==> src/rtl/mcu_pkg.sv <==
// Shared definitions for the MCU sequencer: opcodes (matching the ALU FS encoding),
// FSM states, B-mux codes, instruction field positions and the decoded-control bundle.
package mcu_pkg;

  localparam logic [3:0] OP_NOP  = 4'h0;
  localparam logic [3:0] OP_ADD  = 4'h1;
  localparam logic [3:0] OP_R2   = 4'h2;
  localparam logic [3:0] OP_R3   = 4'h3;
  localparam logic [3:0] OP_R4   = 4'h4;
  localparam logic [3:0] OP_LD   = 4'h5;
  localparam logic [3:0] OP_ADDI = 4'h6;
  localparam logic [3:0] OP_R7   = 4'h7;
  localparam logic [3:0] OP_IN   = 4'h8;
  localparam logic [3:0] OP_I9   = 4'h9;
  localparam logic [3:0] OP_IA   = 4'hA;
  localparam logic [3:0] OP_BZ   = 4'hB;
  localparam logic [3:0] OP_BNZ  = 4'hC;
  localparam logic [3:0] OP_ST   = 4'hD;
  localparam logic [3:0] OP_MOV  = 4'hE;
  localparam logic [3:0] OP_JMP  = 4'hF;

  localparam logic [1:0] BSEL_RB  = 2'b00;
  localparam logic [1:0] BSEL_IMM = 2'b01;
  localparam logic [1:0] BSEL_IN  = 2'b10;

  localparam int OP_HI  = 15;
  localparam int OP_LO  = 12;
  localparam int RD_HI  = 11;
  localparam int RD_LO  = 9;
  localparam int RA_HI  = 8;
  localparam int RA_LO  = 6;
  localparam int RB_HI  = 5;
  localparam int RB_LO  = 3;
  localparam int SH_HI  = 2;
  localparam int SH_LO  = 0;
  localparam int IMM_HI = 7;
  localparam int IMM_LO = 0;

  typedef enum logic [2:0] {ST_IDLE, ST_FETCH, ST_DECODE, ST_EXEC, ST_WB} state_t;

  typedef enum logic [1:0] {BR_NONE, BR_Z, BR_NZ, BR_ALWAYS} br_t;

  typedef struct packed {
    logic [3:0] fs;
    logic [2:0] sh;
    logic [7:0] imm;
    logic [1:0] b_sel;
    logic [2:0] ra_sel;
    logic [2:0] rb_sel;
    logic [2:0] rd_sel;
    logic [7:0] st_addr;
    logic       rf_wr;
    logic       st_wr;
    logic       flag_upd;
    br_t        br;
  } dec_t;

  function automatic logic [3:0] ir_op(input logic [15:0] ir);
    return ir[OP_HI:OP_LO];
  endfunction

  function automatic logic [2:0] ir_rd(input logic [15:0] ir);
    return ir[RD_HI:RD_LO];
  endfunction

  function automatic logic [2:0] ir_ra(input logic [15:0] ir);
    return ir[RA_HI:RA_LO];
  endfunction

  function automatic logic [2:0] ir_rb(input logic [15:0] ir);
    return ir[RB_HI:RB_LO];
  endfunction

  function automatic logic [2:0] ir_sh(input logic [15:0] ir);
    return ir[SH_HI:SH_LO];
  endfunction

  function automatic logic [7:0] ir_imm(input logic [15:0] ir);
    return ir[IMM_HI:IMM_LO];
  endfunction

endpackage

==> src/rtl/mcu_if.sv <==
// Instruction-memory handshake plus the datapath control/status bus between the
// sequencer (master) and the ALU/register-file side (slave).
interface mcu_if #(parameter int PC_W = 8);

  logic            imem_req;
  logic [PC_W-1:0] imem_addr;
  logic            imem_valid;
  logic [15:0]     imem_data;

  logic [3:0]      FS;
  logic [2:0]      SH;
  logic [7:0]      imm;
  logic [1:0]      b_sel;
  logic [2:0]      ra_sel;
  logic [2:0]      rb_sel;
  logic [2:0]      rd_sel;
  logic            rf_we;
  logic            st_we;
  logic [7:0]      st_addr;

  logic [7:0]      alu_F;
  logic            alu_N;
  logic            alu_Z;
  logic            alu_C;
  logic            alu_V;

  modport master (
    output imem_req, imem_addr,
    input  imem_valid, imem_data,
    output FS, SH, imm, b_sel, ra_sel, rb_sel, rd_sel, rf_we, st_we, st_addr,
    input  alu_F, alu_N, alu_Z, alu_C, alu_V
  );

  modport slave (
    input  imem_req, imem_addr,
    output imem_valid, imem_data,
    input  FS, SH, imm, b_sel, ra_sel, rb_sel, rd_sel, rf_we, st_we, st_addr,
    output alu_F, alu_N, alu_Z, alu_C, alu_V
  );

endinterface

==> src/rtl/mcu_decode.sv <==
// Purely combinational instruction decode: IR in, ALU/register-file controls,
// write-enable class and branch class out.
module mcu_decode
  import mcu_pkg::*;
(
  input  logic [15:0] ir,
  output dec_t        dec
);

  logic [3:0] op;

  assign op = ir_op(ir);

  always_comb begin
    dec = '0;
    case (op)
      OP_ADD, OP_R2, OP_R3, OP_R4, OP_R7: begin
        dec.fs     = op;
        dec.ra_sel = ir_ra(ir);
        dec.rb_sel = ir_rb(ir);
        dec.b_sel  = BSEL_RB;
        dec.sh     = ir_sh(ir);
        dec.rd_sel = ir_rd(ir);
        dec.rf_wr  = 1'b1;
      end
      // Immediate forms operate in place: rd is both the A source and the destination.
      OP_ADDI, OP_I9, OP_IA: begin
        dec.fs     = op;
        dec.ra_sel = ir_rd(ir);
        dec.b_sel  = BSEL_IMM;
        dec.imm    = ir_imm(ir);
        dec.rd_sel = ir_rd(ir);
        dec.rf_wr  = 1'b1;
      end
      OP_LD: begin
        dec.fs     = OP_LD;
        dec.ra_sel = ir_ra(ir);
        dec.rd_sel = ir_rd(ir);
        dec.rf_wr  = 1'b1;
      end
      OP_IN: begin
        dec.fs     = OP_IN;
        dec.b_sel  = BSEL_IN;
        dec.rd_sel = ir_rd(ir);
        dec.rf_wr  = 1'b1;
      end
      OP_MOV: begin
        dec.fs     = OP_LD;
        dec.ra_sel = ir_ra(ir);
        dec.rd_sel = ir_rd(ir);
        dec.rf_wr  = 1'b1;
      end
      OP_ST: begin
        dec.fs      = OP_ST;
        dec.ra_sel  = ir_rd(ir);
        dec.st_addr = ir_imm(ir);
        dec.st_wr   = 1'b1;
      end
      OP_BZ:   dec.br = BR_Z;
      OP_BNZ:  dec.br = BR_NZ;
      OP_JMP:  dec.br = BR_ALWAYS;
      default: dec = '0;
    endcase
    dec.flag_upd = op inside {OP_ADD, OP_R3, OP_R4, OP_ADDI, OP_R7, OP_I9, OP_IA};
  end

endmodule

==> src/rtl/mcu_sequencer.sv <==
// Multi-cycle MCU control sequencer: fetch/decode/execute/write-back FSM holding
// the program counter, instruction register and {N,Z,C,V} status register.
module mcu_sequencer
  import mcu_pkg::*;
#(
  parameter int              PC_W     = 8,
  parameter logic [PC_W-1:0] RESET_PC = '0
)(
  input  logic       clk,
  input  logic       rst,
  input  logic       run,
  mcu_if.master      bus,
  output logic [3:0] flags,
  output logic       busy
);

  state_t          state, state_nx;
  logic [PC_W-1:0] pc;
  logic [15:0]     ir;
  dec_t            dec;
  logic            br_take;

  mcu_decode u_decode (
    .ir  (ir),
    .dec (dec)
  );

  assign bus.imem_addr = pc;

  always_ff @(posedge clk or posedge rst) begin
    if (rst) state <= ST_IDLE;
    else     state <= state_nx;
  end

  // Decoded controls are only exposed from DECODE through WB so the datapath sees
  // a stable instruction for its whole execution and zeros otherwise.
  always_comb begin
    state_nx     = state;
    bus.imem_req = 1'b0;
    bus.FS       = '0;
    bus.SH       = '0;
    bus.imm      = '0;
    bus.b_sel    = '0;
    bus.ra_sel   = '0;
    bus.rb_sel   = '0;
    bus.rd_sel   = '0;
    bus.st_addr  = '0;
    bus.rf_we    = 1'b0;
    bus.st_we    = 1'b0;
    busy         = (state != ST_IDLE);
    case (state)
      ST_IDLE:   if (run) state_nx = ST_FETCH;
      ST_FETCH: begin
        bus.imem_req = 1'b1;
        if (bus.imem_valid) state_nx = ST_DECODE;
      end
      ST_DECODE: state_nx = ST_EXEC;
      ST_EXEC:   state_nx = ST_WB;
      ST_WB:     state_nx = run ? ST_FETCH : ST_IDLE;
      default:   state_nx = ST_IDLE;
    endcase
    if (state inside {ST_DECODE, ST_EXEC, ST_WB}) begin
      bus.FS      = dec.fs;
      bus.SH      = dec.sh;
      bus.imm     = dec.imm;
      bus.b_sel   = dec.b_sel;
      bus.ra_sel  = dec.ra_sel;
      bus.rb_sel  = dec.rb_sel;
      bus.rd_sel  = dec.rd_sel;
      bus.st_addr = dec.st_addr;
    end
    if (state == ST_WB) begin
      bus.rf_we = dec.rf_wr;
      bus.st_we = dec.st_wr;
    end
  end

  // Branches test the status register as it stood before this instruction.
  always_comb begin
    br_take = 1'b0;
    case (dec.br)
      BR_Z:      br_take = flags[2];
      BR_NZ:     br_take = ~flags[2];
      BR_ALWAYS: br_take = 1'b1;
      default:   br_take = 1'b0;
    endcase
  end

  always_ff @(posedge clk or posedge rst) begin
    if (rst) begin
      pc <= RESET_PC;
      ir <= '0;
    end else if (state == ST_FETCH && bus.imem_valid) begin
      ir <= bus.imem_data;
      pc <= pc + PC_W'(1);
    end else if (state == ST_EXEC && br_take) begin
      pc <= PC_W'(ir_imm(ir));
    end
  end

  always_ff @(posedge clk or posedge rst) begin
    if (rst)
      flags <= '0;
    else if (state == ST_EXEC && dec.flag_upd)
      flags <= {bus.alu_N, bus.alu_Z, bus.alu_C, bus.alu_V};
  end

endmodule

==> src/flat_wrapper.sv <==
// flat-port wrapper written by rule: the top's interface ports become plain ports
module mcu_sequencer_flat import mcu_pkg::*;
#(
  parameter int              PC_W     = 8,
  parameter logic [PC_W-1:0] RESET_PC = '0
)
  (clk, rst, run, flags, busy, bus_imem_req, bus_imem_addr, bus_imem_valid, bus_imem_data, bus_FS, bus_SH, bus_imm, bus_b_sel, bus_ra_sel, bus_rb_sel, bus_rd_sel, bus_rf_we, bus_st_we, bus_st_addr, bus_alu_F, bus_alu_N, bus_alu_Z, bus_alu_C, bus_alu_V);
  mcu_if #(.PC_W(PC_W)) bus_i ();
  input  logic clk;
  input  logic rst;
  input  logic run;
  output logic [3:0] flags;
  output logic busy;
  output wire logic [$bits(bus_i.imem_req)-1:0] bus_imem_req;
  output wire logic [$bits(bus_i.imem_addr)-1:0] bus_imem_addr;
  input wire logic [$bits(bus_i.imem_valid)-1:0] bus_imem_valid;
  input wire logic [$bits(bus_i.imem_data)-1:0] bus_imem_data;
  output wire logic [$bits(bus_i.FS)-1:0] bus_FS;
  output wire logic [$bits(bus_i.SH)-1:0] bus_SH;
  output wire logic [$bits(bus_i.imm)-1:0] bus_imm;
  output wire logic [$bits(bus_i.b_sel)-1:0] bus_b_sel;
  output wire logic [$bits(bus_i.ra_sel)-1:0] bus_ra_sel;
  output wire logic [$bits(bus_i.rb_sel)-1:0] bus_rb_sel;
  output wire logic [$bits(bus_i.rd_sel)-1:0] bus_rd_sel;
  output wire logic [$bits(bus_i.rf_we)-1:0] bus_rf_we;
  output wire logic [$bits(bus_i.st_we)-1:0] bus_st_we;
  output wire logic [$bits(bus_i.st_addr)-1:0] bus_st_addr;
  input wire logic [$bits(bus_i.alu_F)-1:0] bus_alu_F;
  input wire logic [$bits(bus_i.alu_N)-1:0] bus_alu_N;
  input wire logic [$bits(bus_i.alu_Z)-1:0] bus_alu_Z;
  input wire logic [$bits(bus_i.alu_C)-1:0] bus_alu_C;
  input wire logic [$bits(bus_i.alu_V)-1:0] bus_alu_V;
  assign bus_imem_req = bus_i.imem_req;
  assign bus_imem_addr = bus_i.imem_addr;
  assign bus_i.imem_valid = bus_imem_valid;
  assign bus_i.imem_data = bus_imem_data;
  assign bus_FS = bus_i.FS;
  assign bus_SH = bus_i.SH;
  assign bus_imm = bus_i.imm;
  assign bus_b_sel = bus_i.b_sel;
  assign bus_ra_sel = bus_i.ra_sel;
  assign bus_rb_sel = bus_i.rb_sel;
  assign bus_rd_sel = bus_i.rd_sel;
  assign bus_rf_we = bus_i.rf_we;
  assign bus_st_we = bus_i.st_we;
  assign bus_st_addr = bus_i.st_addr;
  assign bus_i.alu_F = bus_alu_F;
  assign bus_i.alu_N = bus_alu_N;
  assign bus_i.alu_Z = bus_alu_Z;
  assign bus_i.alu_C = bus_alu_C;
  assign bus_i.alu_V = bus_alu_V;
  mcu_sequencer #(.PC_W(PC_W), .RESET_PC(RESET_PC)) u_core (.clk(clk), .rst(rst), .run(run), .bus(bus_i), .flags(flags), .busy(busy));
endmodule
==> config.mk <==
export PLATFORM = sky130hd
export DESIGN_NAME = mcu_sequencer_flat
export DESIGN_NICKNAME = d
export VERILOG_FILES = /design/src/rtl/mcu_pkg.sv /design/src/rtl/mcu_if.sv /design/src/rtl/mcu_decode.sv /design/src/rtl/mcu_sequencer.sv /design/src/flat_wrapper.sv
export SDC_FILE = /design/constraint.sdc
export NUM_CORES = 1
export LEC_CHECK = 0
export BUFFER_PORTS_ARGS = -buffer_cell sky130_fd_sc_hd__buf_2
export CAP_MARGIN = 10
export CORE_MARGIN = 5
export CORE_UTILIZATION = 51
export CTS_CLUSTER_SIZE = 14
export DETAILED_ROUTE_END_ITERATION = 12
export GPL_ROUTABILITY_DRIVEN = 0
export PLACE_DENSITY = 0.84
export SLEW_MARGIN = 20
export SYNTH_ARGS = -nofsm -noshare
export SYNTH_HDL_FRONTEND = slang
export SYNTH_SLANG_ARGS = --single-unit
==> constraint.sdc <==
create_clock -name clk -period 2.29 [get_ports clk]
set_input_delay 0.3435 -clock clk [delete_from_list [all_inputs] [get_ports clk]]
set_output_delay 0.3435 -clock clk [all_outputs]
set_load 0.005 [all_outputs]
==> Word-level counts from Yosys, hierarchy flattened <==
Cells that the tools add are included.
{ "totals": {"reg_bits": 31, "inputBits": 32, "output_inout_bits": 50, "word_cells": 75} }
{ "op_classes": {"add_sub_neg": 1, "eq_ne": 24, "muxes": 29, "n_bitwise": 1, "reduce_logical": 16} }
{ "ops": {"columns": ["cell", "count"], "rows": [
  ["two-way mux 8 bit", 6],
  ["equality test 4 bit, second input constant", 8],
  ["two-way mux 3 bit", 9],
  ["equality test 4 x 3 -> 1 bit, second input constant", 4],
  ["one-hot mux 4 bit (4 select lines)", 1],
  ["one-hot mux 3 bit (5 select lines)", 1],
  ["OR reduction 11 bit", 1],
  ["adder 8 x 1 -> 8 bit, second input constant", 1],
  ["equality test 4 x 2 -> 1 bit, second input constant", 2],
  ["OR reduction 8 bit", 1],
  ["nonzero test 7 bit", 1],
  ["OR reduction 7 bit", 1],
  ["equality test 3 x 2 -> 1 bit, second input constant", 2],
  ["two-way mux 1 bit", 6],
  ["one-hot mux 2 bit (3 select lines)", 1],
  ["one-hot mux 3 bit (2 select lines)", 1],
  ["nonzero test 3 bit", 2],
  ["OR reduction 5 bit", 1],
  ["equality test 2 bit, second input constant", 2],
  ["equality test 4 x 1 -> 1 bit, second input constant", 1],
  ["two-way mux 4 bit", 1],
  ["inequality test 2 bit, second input constant", 2],
  ["one-hot mux 2 bit (2 select lines)", 1],
  ["OR reduction 4 bit", 1],
  ["other kinds (12)", 14]
]} }

==> Longest topological paths before layout <==
Gate-level depths: netlist (run 1).
{ "logic_depth": {"depth_word": 7, "depth_mapped": 6, "mapped_depth_nobuf": 4} }

==> Hierarchy <==
A second synthesis (run 1) with hierarchy kept.
{ "unflattened": {"hier_cells": 282, "hier_area_um2": 2322.2} }
{ "modules_own_cells": {"columns": ["mod", "instances", "cells_per_inst", "area_each_um2", "seq_area_each_um2"], "rows": [
  ["mcu_sequencer", 1, 189, 1694.1, 775.7],
  ["mcu_decode", 1, 93, 628.1, 0.0]
]} }

==> Worst setup path after synthesis (run 1) <==
No wires, ideal clock.
{ "synth_timing": {"path_type": "register -> output", "startpoint": "reg u_core.ir[12]", "endpoint": "out bus_rd_sel[0]", "t_arrival_ns": 1.341, "t_required_ns": 1.947, "slack_ns": 0.606, "stages_incl_launch_ff": 6, "path_buffers": 1, "cell_sequence": "dfrtp_1 -> buf_2 -> or3_1 -> a21oi_1 -> a311oi_1 -> and2_1"} }
{ "synth_between": {"elab_chain_cells": 4, "elab_cells_between_ends": 14, "cone_classes": "eq/ne: 11; mux: 2; reduce/logical: 1"} }
{ "synth_lines": {"columns": ["item", "line_no", "text"], "rows": [
  ["start: declaration", "mcu_sequencer.sv:19", "logic [15:0] ir;"],
  ["start signal: assignment", "mcu_sequencer.sv:94", "ir <= bus.imem_data;"],
  ["equality test 4 x 1 -> 1 bit (tied with other cells)", "mcu_decode.sv:16", "case (op)"],
  ["OR reduction 11 bit (no source line) *", null, null],
  ["two-way mux 3 bit *", "mcu_decode.sv:16", null],
  ["two-way mux 3 bit *", "mcu_sequencer.sv:62", "if (state inside {ST_DECODE, ST_EXEC, ST_WB}) begin"],
  ["end: declaration", "flat_wrapper.sv:24", "output wire logic [$bits(bus_i.rd_sel)-1:0] bus_rd_sel;"]
]} }
Every way passes the cells marked *; elsewhere a longest branch is shown, timed or not.

==> Worst setup path after layout (run 1) <==
{ "layout_timing": {"startpoint": "reg u_core.ir[14]", "endpoint": "out bus_ra_sel[1]"} }
{ "layout_between": {"elab_chain_cells": 4, "elab_cells_between_ends": 15, "cone_classes": "eq/ne: 11; mux: 2; reduce/logical: 2"} }
{ "layout_lines": {"columns": ["item", "line_no", "text"], "rows": [
  ["equality test 4 x 1 -> 1 bit (tied with other cells)", "mcu_decode.sv:16", null],
  ["OR reduction 7 bit (no source line) or OR reduction 4 bit (tied branches)", null, null],
  ["one-hot mux 3 bit (2 select lines) *", "mcu_decode.sv:16", null],
  ["two-way mux 3 bit *", "mcu_sequencer.sv:62", null],
  ["end: declaration", "flat_wrapper.sv:22", "output wire logic [$bits(bus_i.ra_sel)-1:0] bus_ra_sel;"]
]} }
Marks and branches as above.

==> flow_metrics.py, run 1 <==
metrics = {
    "timing": {
        "finalHoldViolations": 0,
        "fin_crit_ns": 2.21,
        "slew_headroom_pct": 54.8,
        "fin_skew_ns": 0.00607,
        "tns_ns": 0,
        "worstMarginPinSlew_ns": 0.679,
        "fin_hold_ws_ns": 0.123,
        "fmax_mhz": 452,
        "min_period_over_period_pct": 96.7,
        "finalMaxSlewViolations": 0,
        "setup_viol": 0,
        "rsz0062_at_grt": "no",
        "fin_ws_ns": 0.0756,
    },
    "pwr": {
        "power.total_mw": 3.16,
        "peakVddDrop_mv": 0.807,
        "leakage_nw": 1.26,
        "powerDensity_mw_per_mm2": 1280,
    },
    "worst_setup_path": {
        "arrival_ns": 1.87,
        "r2r_cells": 5,
        "reg2reg_from": "u_core.ir[12]$_DFFE_PP0P_",
        "critPathRequiredTime_ns": 1.95,
        "critical_path.startpoint_type": "flop",
        "worst_r2r_endpoint": "u_core.bus.imem_addr[2]$_DFFE_PP0P_",
        "cp_max_fo": 13,
        "criticalPathCategory": "flop to primary output",
        "endpoint_kind": "primary output",
        "reg2reg_slack_ns": 0.38,
    },
    "cells_and_area": {
        "postLayoutCellArea_mm2": 0.00246,
        "nets": 324,
        "fin_util_pct": 67.8,
        "layout_common_cells": "73 x buf_2, 55 x nand2_1, 27 x dfrtp_1, 25 x and2_1, 10 x a21oi_1",
        "drive_gt1_share_pct": 36.6,
        "final_common_cell": "buf_2",
        "final_cells": 340,
        "syn_to_final_growth_pct": 28.9,
        "n_antenna_cell": 0,
    },
    "yosys": {
        "ys_types": 53,
        "synth_top_area_cell": "dfrtp_1",
        "synth-async-reset-ratio_pct": 100,
        "synth_edf_count": 0,
        "synth_area_leaders": "dfrtp_1 41%, nand2_1 11%, and2_1 8.2%, a21oi_1 2.9%, mux2_1 2.4%",
        "syn_nets": 251,
        "yosysWarnings": 0,
        "syn_avg_cell_area_um2": 8.77,
        "ys_ff_latch": 31,
        "syn_area_mm2": 0.00191,
        "synth_cells": 218,
        "synth_top_area_share_pct": 40.6,
        "ys_seq_area_share_pct": 40.6,
        "ys.flop_type": "dfrtp_1",
    },
    "global_route": {
        "grt-ovfl-total": 0,
        "grt_usage_pct": 20.0,
        "grt_pass1_wl_mm": 8.07,
        "grt_pass1_vias": 1725,
        "antenna_found_initial": 0,
        "grt_start_max_net_pins": 32,
    },
    "min_path": {
        "hold_path.class": "input port to asynchronous set/reset pin",
    },
    "floorplanning": {
        "die_h_um": 71.2,
        "die_area_mm2": 0.00507,
        "coreArea_mm2": 0.00363,
        "ios": 82,
        "die_x_um": 71.2,
        "initial_core_util_pct": 52.6,
        "rows": 22,
    },
    "run_status": {
        "status": "finished clean",
    },
    "drt": {
        "postRouteAntennaNets": 0,
        "drt-vias-per-instance": 5.41,
        "drtIter0Drc": 115,
        "wire_per_inst_um": 14.8,
        "via_count": 1841,
        "drc": 0,
        "drt-total-wl_mm": 5.02,
        "dr.pass1.iters": 4,
    },
    "cts": {
        "clk_path_buf_depth": 2,
        "cts.root.buffer_cell": "clkbuf_8",
        "cts.sinks": 31,
        "ctsHoldBuffers": 0,
        "cts_max_level": 2,
        "path_clk_slew_ns": 0.07,
        "clk_latency_ns": 0.29,
        "cts_made_buffers": 5,
        "cts_tree": "yes",
    },
    "place": {
        "numPlacedInstances": 332,
        "dp_hpwl_mm": 3.59,
        "place_ws_ns": 0.271,
        "numPortBuffers": 73,
        "post_dp_cell_area_mm2": 0.00230,
    },
    "run": {
        "drv_cap": 0,
    },
}
## synthesized netlist by cell type, types with 2 or more instances
cell type  instances
buf_4              3
dfrtp_1           31
and2b_1            3
nor3_1             2
inv_1              7
buf_2              7
a21oi_1           11
or3_1              3
o22ai_1            2
and2_1            25
o21a_1             2
mux2_1             4
nand2b_1           2
o221a_2            2
and3_1             2
o21ba_2            2
a32o_1             3
nor2_1             5
nor3_2             2
o21ai_0            8
nand3_1            4
nand2_1           55
a311oi_1           2
a21oi_2            2
## worst max-delay path by stage
stage                                    startpoint                                   to  depth (start not counted)
after floorplan           u_core.ir[12]$_DFFE_PP0P_                        bus_rd_sel[0]                          5
after global placement    u_core.ir[12]$_DFFE_PP0P_  u_core.bus.imem_addr[2]$_DFFE_PP0P_                          5
after detailed placement  u_core.ir[12]$_DFFE_PP0P_                           bus_imm[4]                          5
after CTS                 u_core.ir[15]$_DFFE_PP0P_                           bus_imm[4]                          5
after global routing      u_core.ir[12]$_DFFE_PP0P_                           bus_imm[1]                          5
final                     u_core.ir[14]$_DFFE_PP0P_                        bus_ra_sel[1]                          5
## state kept, by name (all words and copies together) (netlist names)
register	cells
u_core.flags	4
u_core.bus.imem_addr	8
u_core.ir	16
u_core.state	3
## timing repair
item	in CTS	in global routing
buffers inserted	0	0
gates resized for setup	1	10
endpoints found under the setup margin	8	28
## logic make-up after synthesis
| family | after synthesis | share of synthesized area, % |
|---|---|---|
| AO/OA/AOI/OAI | 47 | 19.0 |
| XOR/XNOR | 2 | 0.916 |
| adder cells (fa/ha/maj) | 1 | 0.654 |
| buffers and inverters | 19 | 5.17 |
| flip-flops | 31 | 40.6 |
| multiplexers | 5 | 2.88 |
| AND/OR/NAND/NOR | 113 | 30.8 |
## critical path, stage by stage (launching register included)
cell and delay (ns):
dfrtp_2 0.50, and2b_1 0.26, o21ai_1 0.30, a21oi_1 0.16, a32o_1 0.23, buf_2 0.13
## report_power, final
group | internal [mW] | switching, mW | leakage, nW
Sequential | 0.811 | 0.424 | 0.369
Clock | 0.352 | 0.211 | 0.0612
Combinational | 0.645 | 0.720 | 0.834
## layer usage
metal | global-route usage [%] | part of all wire (%) | vias up
met4 | 6.68 | 1.5 | 0
met1 | 26.7 | 43 | 860
met5 | 0 | 0 | -
met2 | 31.0 | 48 | 71
li1 | - | - | 902
met3 | 6.03 | 7.7 | 8
## final cells by class
type / instances / area, um2
clock buffer: 6 / 82.6
clock inverter: 2 / 35.0
fill: 309 / 1170
inverter: 7 / 26.3
multi-input combinational: 168 / 1080
sequential: 31 / 781
tap: 48 / 60.1
timing repair buffer: 78 / 403
No activity file was read; power rests on OpenSTA's default activity.
==> inputs of run 2 (changes only) <==
--- a/config.mk
+++ b/config.mk
@@ -13,6 +13,7 @@
 export DETAILED_ROUTE_END_ITERATION = 12
 export GPL_ROUTABILITY_DRIVEN = 0
 export PLACE_DENSITY = 0.84
+export REMOVE_ABC_BUFFERS = 1
 export SLEW_MARGIN = 20
 export SYNTH_ARGS = -nofsm -noshare
 export SYNTH_HDL_FRONTEND = slang
==> run 2 against run 1 <==
Combinational power hardly changed. Maximum frequency is 0.44% lower. Sequential power hardly changed. Core utilization is 1.1 points lower. Critical path type unchanged. Total power is 5.6% lower.
==> flow_metrics.py, run 2 (synthesis results as in run 1) <==
metrics = {
    "run_status": {
        "status": "finished clean",
    },
    "floorplanning": {
        "ios": 82,
        "die_area_mm2": 0.00507,
        "rows": 22,
        "die_x_um": 71.2,
        "die_h_um": 71.2,
        "coreArea_mm2": 0.00363,
        "initial_core_util_pct": 52.6,
    },
    "worst_setup_path": {
        "cp_max_fo": 15,
        "reg2reg_from": "u_core.ir[14]$_DFFE_PP0P_",
        "reg2reg_slack_ns": 0.44,
        "worst_r2r_endpoint": "u_core.bus.imem_addr[2]$_DFFE_PP0P_",
        "criticalPathCategory": "flop to primary output",
        "critical_path.startpoint_type": "flop",
        "endpoint_kind": "primary output",
        "arrival_ns": 1.88,
        "r2r_cells": 4,
        "slowest_stage": "dfrtp_2",
        "slowest_delay_ns": 0.51,
        "cp_cell_sequence": "and2b_1 -> o21ai_1 -> a21oi_1 -> a32o_1 -> buf_2",
        "critPathRequiredTime_ns": 1.95,
    },
    "global_route": {
        "globalRouteMet2Util_pct": 33.0,
        "met1_usage_pct": 25.4,
        "met3_usage_pct": 5.19,
        "grt_pass1_wl_mm": 8.19,
        "grt.busiest_layer": "met2",
        "grt-ovfl-total": 0,
        "grt_pass1_vias": 1718,
        "antenna_found_initial": 0,
        "grt_start_max_net_pins": 32,
        "grt_usage_pct": 20.4,
    },
    "timing": {
        "fmax_mhz": 450,
        "worstMarginPinSlew_ns": 0.708,
        "slew_headroom_pct": 52.8,
        "fin_ws_ns": 0.0657,
        "min_period_over_period_pct": 97.1,
        "finalHoldViolations": 0,
        "finalMaxSlewViolations": 0,
        "fin_crit_ns": 2.22,
        "fin_skew_ns": 0.00323,
        "setup_viol": 0,
    },
    "place": {
        "numPortBuffers": 73,
        "place_ws_ns": 0.258,
        "dp_hpwl_mm": 3.68,
    },
    "drt": {
        "dr.pass1.iters": 4,
        "wire_per_inst_um": 14.9,
        "via_count": 1844,
        "postRouteAntennaNets": 0,
        "drtIter0Drc": 163,
        "drt-vias-per-instance": 5.42,
        "drt-total-wl_mm": 5.05,
        "drc": 0,
    },
    "cts": {
        "path_clk_slew_ns": 0.06,
        "cts_max_level": 2,
        "cts_tree": "yes",
        "cts.root.buffer_cell": "clkbuf_8",
        "clk_path_buf_depth": 2,
        "cts.sinks": 31,
        "clk_latency_ns": 0.28,
        "cts_made_buffers": 5,
    },
    "cells_and_area": {
        "layout_common_cells": "73 x buf_2, 55 x nand2_1, 27 x dfrtp_1, 25 x and2_1, 11 x a21oi_1",
        "syn_to_final_growth_pct": 26.8,
        "drive_gt1_share_pct": 35.6,
        "fin_util_pct": 66.7,
        "nets": 324,
        "largest_reg_flops": 16,
        "largest_register": "u_core.ir",
        "final_common_cell": "buf_2",
        "n_antenna_cell": 0,
    },
    "pwr": {
        "power.total_mw": 2.99,
        "leakage_nw": 1.25,
        "powerDensity_mw_per_mm2": 1230,
        "peakVddDrop_mv": 0.618,
    },
    "min_path": {
        "hold_path.class": "input port to asynchronous set/reset pin",
    },
    "run": {
        "drv_cap": 0,
    },
}
==> run 2: cell types whose count changed in the layout (fill, tap and decap cells not counted), sizes merged <==
| cell | previous run | this run |
|---|---|---|
| clkbuf | 6 | 7 |
| bufinv | 1 | 0 |
==> run 2: critical path: cells and delay by family, from the launching register on <==
kind	cells	cell delay, ns
AOI/OAI and AO/OA	3	0.72
buffers and inverters	1	0.13
and+or+nand+nor	1	0.25
DFF	1	0.51
==> run 2: layout make-up <==
| type | instances | area, um2 |
|---|---|---|
| inverter | 7 | 26.3 |
| clock buffer | 7 | 76.3 |
| clock inverter | 1 | 5.00 |
| sequential | 31 | 781 |
| tap | 48 | 60.1 |
| multi-input combinational | 168 | 1070 |
| fill | 320 | 1210 |
| timing repair buffer | 78 | 403 |
==> run 2: worst max-delay path by stage <==
| stage | startpoint | to | slack [ns] | cells after the start |
|---|---|---|---|---|
| floorplan | u_core.ir[12]$_DFFE_PP0P_ | bus_rd_sel[0] | 0.54 | 4 |
| global placement | u_core.state[1]$_DFFE_PP0P_ | bus_st_addr[4] | 0.35 | 5 |
| detailed placement | u_core.state[1]$_DFFE_PP0P_ | bus_st_addr[6] | 0.26 | 5 |
| CTS | u_core.ir[14]$_DFFE_PP0P_ | bus_imm[5] | 0.02 | 5 |
| global route | u_core.ir[15]$_DFFE_PP0P_ | bus_ra_sel[1] | -0.03 | 5 |
| finish | u_core.ir[15]$_DFFE_PP0P_ | bus_ra_sel[0] | 0.07 | 5 |
==> run 2: through the flow <==
stage | setup TNS, ns | cell area, um2 | hold slack [ns] | instances
3_5_place_dp | 0 | 2300 | 0.444 | 332
5_1_grt | -0.0780 | 2420 | 0.174 | 340
2_1_floorplan | 0 | 1840 | 0.446 | 206
3_3_place_gp | 0 | 2300 | 0.442 | 332
6_report | 0 | 2420 | 0.126 | 340
4_1_cts | 0 | 2390 | 0.142 | 340
==> run 2: layer usage <==
layer  part of all wire, %  vias up  wire (um)
met3                   6.5       14        328
met1                    41      866       2070
li1                      -      905          -
met2                    50       59       2500
met4                   2.9        0        147
met5                     0        -          0
==> run 2: what timing repair did <==
| item | in CTS | in global routing |
|---|---|---|
| setup endpoints to repair | 16 | 18 |
| cloned | 0 | 0 |
| resized for setup | 3 | 7 |
| setup buffers | 0 | 0 |
| hold buffers | 0 | 0 |
| pin swaps | 0 | 1 |
==> run 2: power breakdown <==
group | switching [mW] | leakage [nW] | internal (mW)
registers | 0.397 | 0.369 | 0.811
logic | 0.722 | 0.834 | 0.642
clock network | 0.201 | 0.0422 | 0.213
total | 1.32 | 1.25 | 1.67
==> inputs of run 3 (changes only) <==
--- a/config.mk
+++ b/config.mk
@@ -14,7 +14,7 @@
 export GPL_ROUTABILITY_DRIVEN = 0
 export PLACE_DENSITY = 0.84
 export REMOVE_ABC_BUFFERS = 1
-export SLEW_MARGIN = 20
+export SLEW_MARGIN = 30
 export SYNTH_ARGS = -nofsm -noshare
 export SYNTH_HDL_FRONTEND = slang
 export SYNTH_SLANG_ARGS = --single-unit
==> constraint.sdc (replaced) <==
create_clock -name clk -period 2.29 [get_ports clk]
set_input_delay 0.458 -clock clk [delete_from_list [all_inputs] [get_ports clk]]
set_output_delay 0.458 -clock clk [all_outputs]
set_load 0.005 [all_outputs]
==> run 3 against run 2 <==
Die area stayed put. Core utilization is 1.6 points higher. Sequential power is 4% lower. Flip-flop and latch count stayed put. Hold slack better by 0.12 ns. Global-route usage is 0.78 points lower. Maximum frequency is 2.1% lower. Non-clock buffer count is 6 higher. Worst setup slack worse by 0.047 ns.
==> flow_metrics.py, run 3 (synthesis results as in run 1) <==
metrics = {
    "worst_setup_path": {
        "reg2reg_slack_ns": 0.35,
        "cp_max_fo": 12,
        "reg2reg_from": "u_core.ir[12]$_DFFE_PP0P_",
        "criticalPathCategory": "flop to primary output",
        "endpoint_kind": "primary output",
        "arrival_ns": 1.81,
        "critPathRequiredTime_ns": 1.83,
        "worst_r2r_endpoint": "u_core.bus.imem_addr[6]$_DFFE_PP0P_",
        "critical_path.startpoint_type": "flop",
        "r2r_cells": 5,
    },
    "cells_and_area": {
        "layout_common_cells": "73 x buf_2, 55 x nand2_1, 26 x dfrtp_1, 25 x and2_1, 11 x buf_4",
        "nets": 330,
        "drive_gt1_share_pct": 38.7,
        "final_cells": 345,
        "largest_reg_flops": 16,
        "largest_register": "u_core.ir",
        "n_antenna_cell": 0,
        "final_common_cell": "buf_2",
        "syn_to_final_growth_pct": 29.8,
    },
    "pwr": {
        "power.total_mw": 3.09,
        "p_sw_mw": 1.35,
        "internal_power_mw": 1.74,
        "leakage_nw": 1.27,
        "powerDensity_mw_per_mm2": 1240,
        "peakVddDrop_mv": 0.667,
        "clockPowerShare_pct": 14.0,
        "switching_share_pct": 43.6,
        "pwr-share-comb_pct": 48.3,
        "seqPwrFrac_pct": 37.7,
    },
    "min_path": {
        "hold_path.class": "input port to asynchronous set/reset pin",
    },
    "timing": {
        "finalMaxSlewViolations": 0,
        "fin_crit_ns": 2.27,
        "fmax_mhz": 440,
        "finalHoldViolations": 0,
        "slew_headroom_pct": 52.6,
        "min_period_over_period_pct": 99.2,
        "worstMarginPinSlew_ns": 0.711,
        "fin_skew_ns": 0.00713,
        "setup_viol": 0,
    },
    "floorplanning": {
        "die_area_mm2": 0.00507,
        "rows": 22,
        "ios": 82,
        "die_x_um": 71.2,
        "initial_core_util_pct": 52.6,
        "coreArea_mm2": 0.00363,
        "die_h_um": 71.2,
    },
    "cts": {
        "clk_path_buf_depth": 2,
        "cts.sinks": 31,
        "cts_max_level": 2,
        "cts.root.buffer_cell": "clkbuf_8",
        "path_clk_slew_ns": 0.07,
        "ctsHoldBuffers": 0,
        "cts_tree": "yes",
        "cts_made_buffers": 5,
        "clk_latency_ns": 0.28,
    },
    "drt": {
        "drt-vias-per-instance": 5.37,
        "drtIter0Drc": 184,
        "postRouteAntennaNets": 0,
        "wire_per_inst_um": 14.9,
        "drt-total-wl_mm": 5.15,
        "drc": 0,
        "via_count": 1852,
        "dr.pass1.iters": 4,
    },
    "global_route": {
        "grt_pass1_wl_mm": 7.91,
        "grt_pass1_vias": 1652,
        "antenna_found_initial": 0,
        "grt_usage_pct": 19.6,
        "grt-ovfl-total": 0,
        "grt_start_max_net_pins": 32,
    },
    "run_status": {
        "status": "finished clean",
    },
    "place": {
        "numPortBuffers": 73,
        "numPlacedInstances": 335,
        "dp_hpwl_mm": 3.59,
    },
    "run": {
        "drv_cap": 0,
    },
}
## run 3: cell count changes in the layout (fill, tap and decap cells not counted)
cell | before | now
nor3_4 | 1 | 0
buf_4 | 5 | 11
clkbuf_1 | 2 | 0
dfrtp_1 | 27 | 26
o21ai_2 | 0 | 1
a21oi_2 | 0 | 2
nor3_2 | 1 | 2
dfrtp_2 | 4 | 5
o21ai_1 | 1 | 0
a21oi_1 | 11 | 9
clkbuf_8 | 5 | 6
## run 3: worst max-delay path by stage
stage | startpoint | to | slack [ns] | cells past startpoint
after global placement | u_core.ir[14]$_DFFE_PP0P_ | bus_imm[6] | 0.30 | 5
after floorplan | u_core.ir[12]$_DFFE_PP0P_ | bus_rd_sel[0] | 0.42 | 4
final | u_core.ir[14]$_DFFE_PP0P_ | bus_ra_sel[1] | 0.02 | 5
after detailed placement | u_core.ir[14]$_DFFE_PP0P_ | bus_imm[4] | 0.24 | 5
after global routing | u_core.ir[14]$_DFFE_PP0P_ | bus_imm[2] | -0.05 | 5
after CTS | u_core.ir[13]$_DFFE_PP0P_ | bus_SH[1] | 0.001 | 5
## run 3: worst max-delay path, cell delays in order, from the launching register on
cell	delay (ns)
dfrtp_2	0.49
and2b_1	0.27
o21ai_2	0.28
a21oi_2	0.13
a32o_1	0.23
buf_2	0.13
## run 3: power groups by stage
stage / clock (mW) / sequential (mW) / combinational, mW
after floorplan: 0 / 1.11 / 0.845
after global placement: 0 / 1.13 / 1.35
after detailed placement: 0 / 1.15 / 1.38
after CTS: 0.441 / 1.14 / 1.43
after global routing: 0.463 / 1.21 / 1.65
final: 0.433 / 1.16 / 1.49
## run 3: metrics by stage
| step | area [um2] | hold WS [ns] | setup TNS [ns] | setup WS, ns | util [%] |
|---|---|---|---|---|---|
| after global placement | 2320 | 0.466 | 0 | 0.297 | 64.0 |
| final | 2480 | 0.248 | 0 | 0.0182 | 68.3 |
| after floorplan | 1840 | 0.446 | 0 | 0.421 | - |
| after CTS | 2440 | 0.254 | 0 | 0.00144 | 67.1 |
| after global routing | 2480 | 0.282 | -0.342 | -0.0490 | 68.3 |
| after detailed placement | 2320 | 0.467 | 0 | 0.240 | 64.0 |
## run 3: repair_timing
action                     in CTS  in global routing
setup endpoints to repair      22                 28
gates resized for setup         5                  8
pin swaps                       0                  2
buffers inserted                0                  3
## run 3: routing by layer
metal  vias up  GRT usage, %  part of all wire [%]  wire [um]
met5         -             0                     0          0
met1       870          26.2                    42       2140
li1        908             -                     -          -
met2        68          30.3                    49       2540
met4         0          7.93                   1.2         63
met3         6          5.19                   7.8        401
## run 3: layout make-up
class / instances / area (um2)
Sequential cell: 31 / 782
Clock inverter: 1 / 5.00
Multi-Input combinational cell: 168 / 1080
Inverter: 7 / 26.3
Tap cell: 48 / 60.1
Timing Repair Buffer: 84 / 448
Clock buffer: 6 / 82.6
Fill cell: 312 / 1150
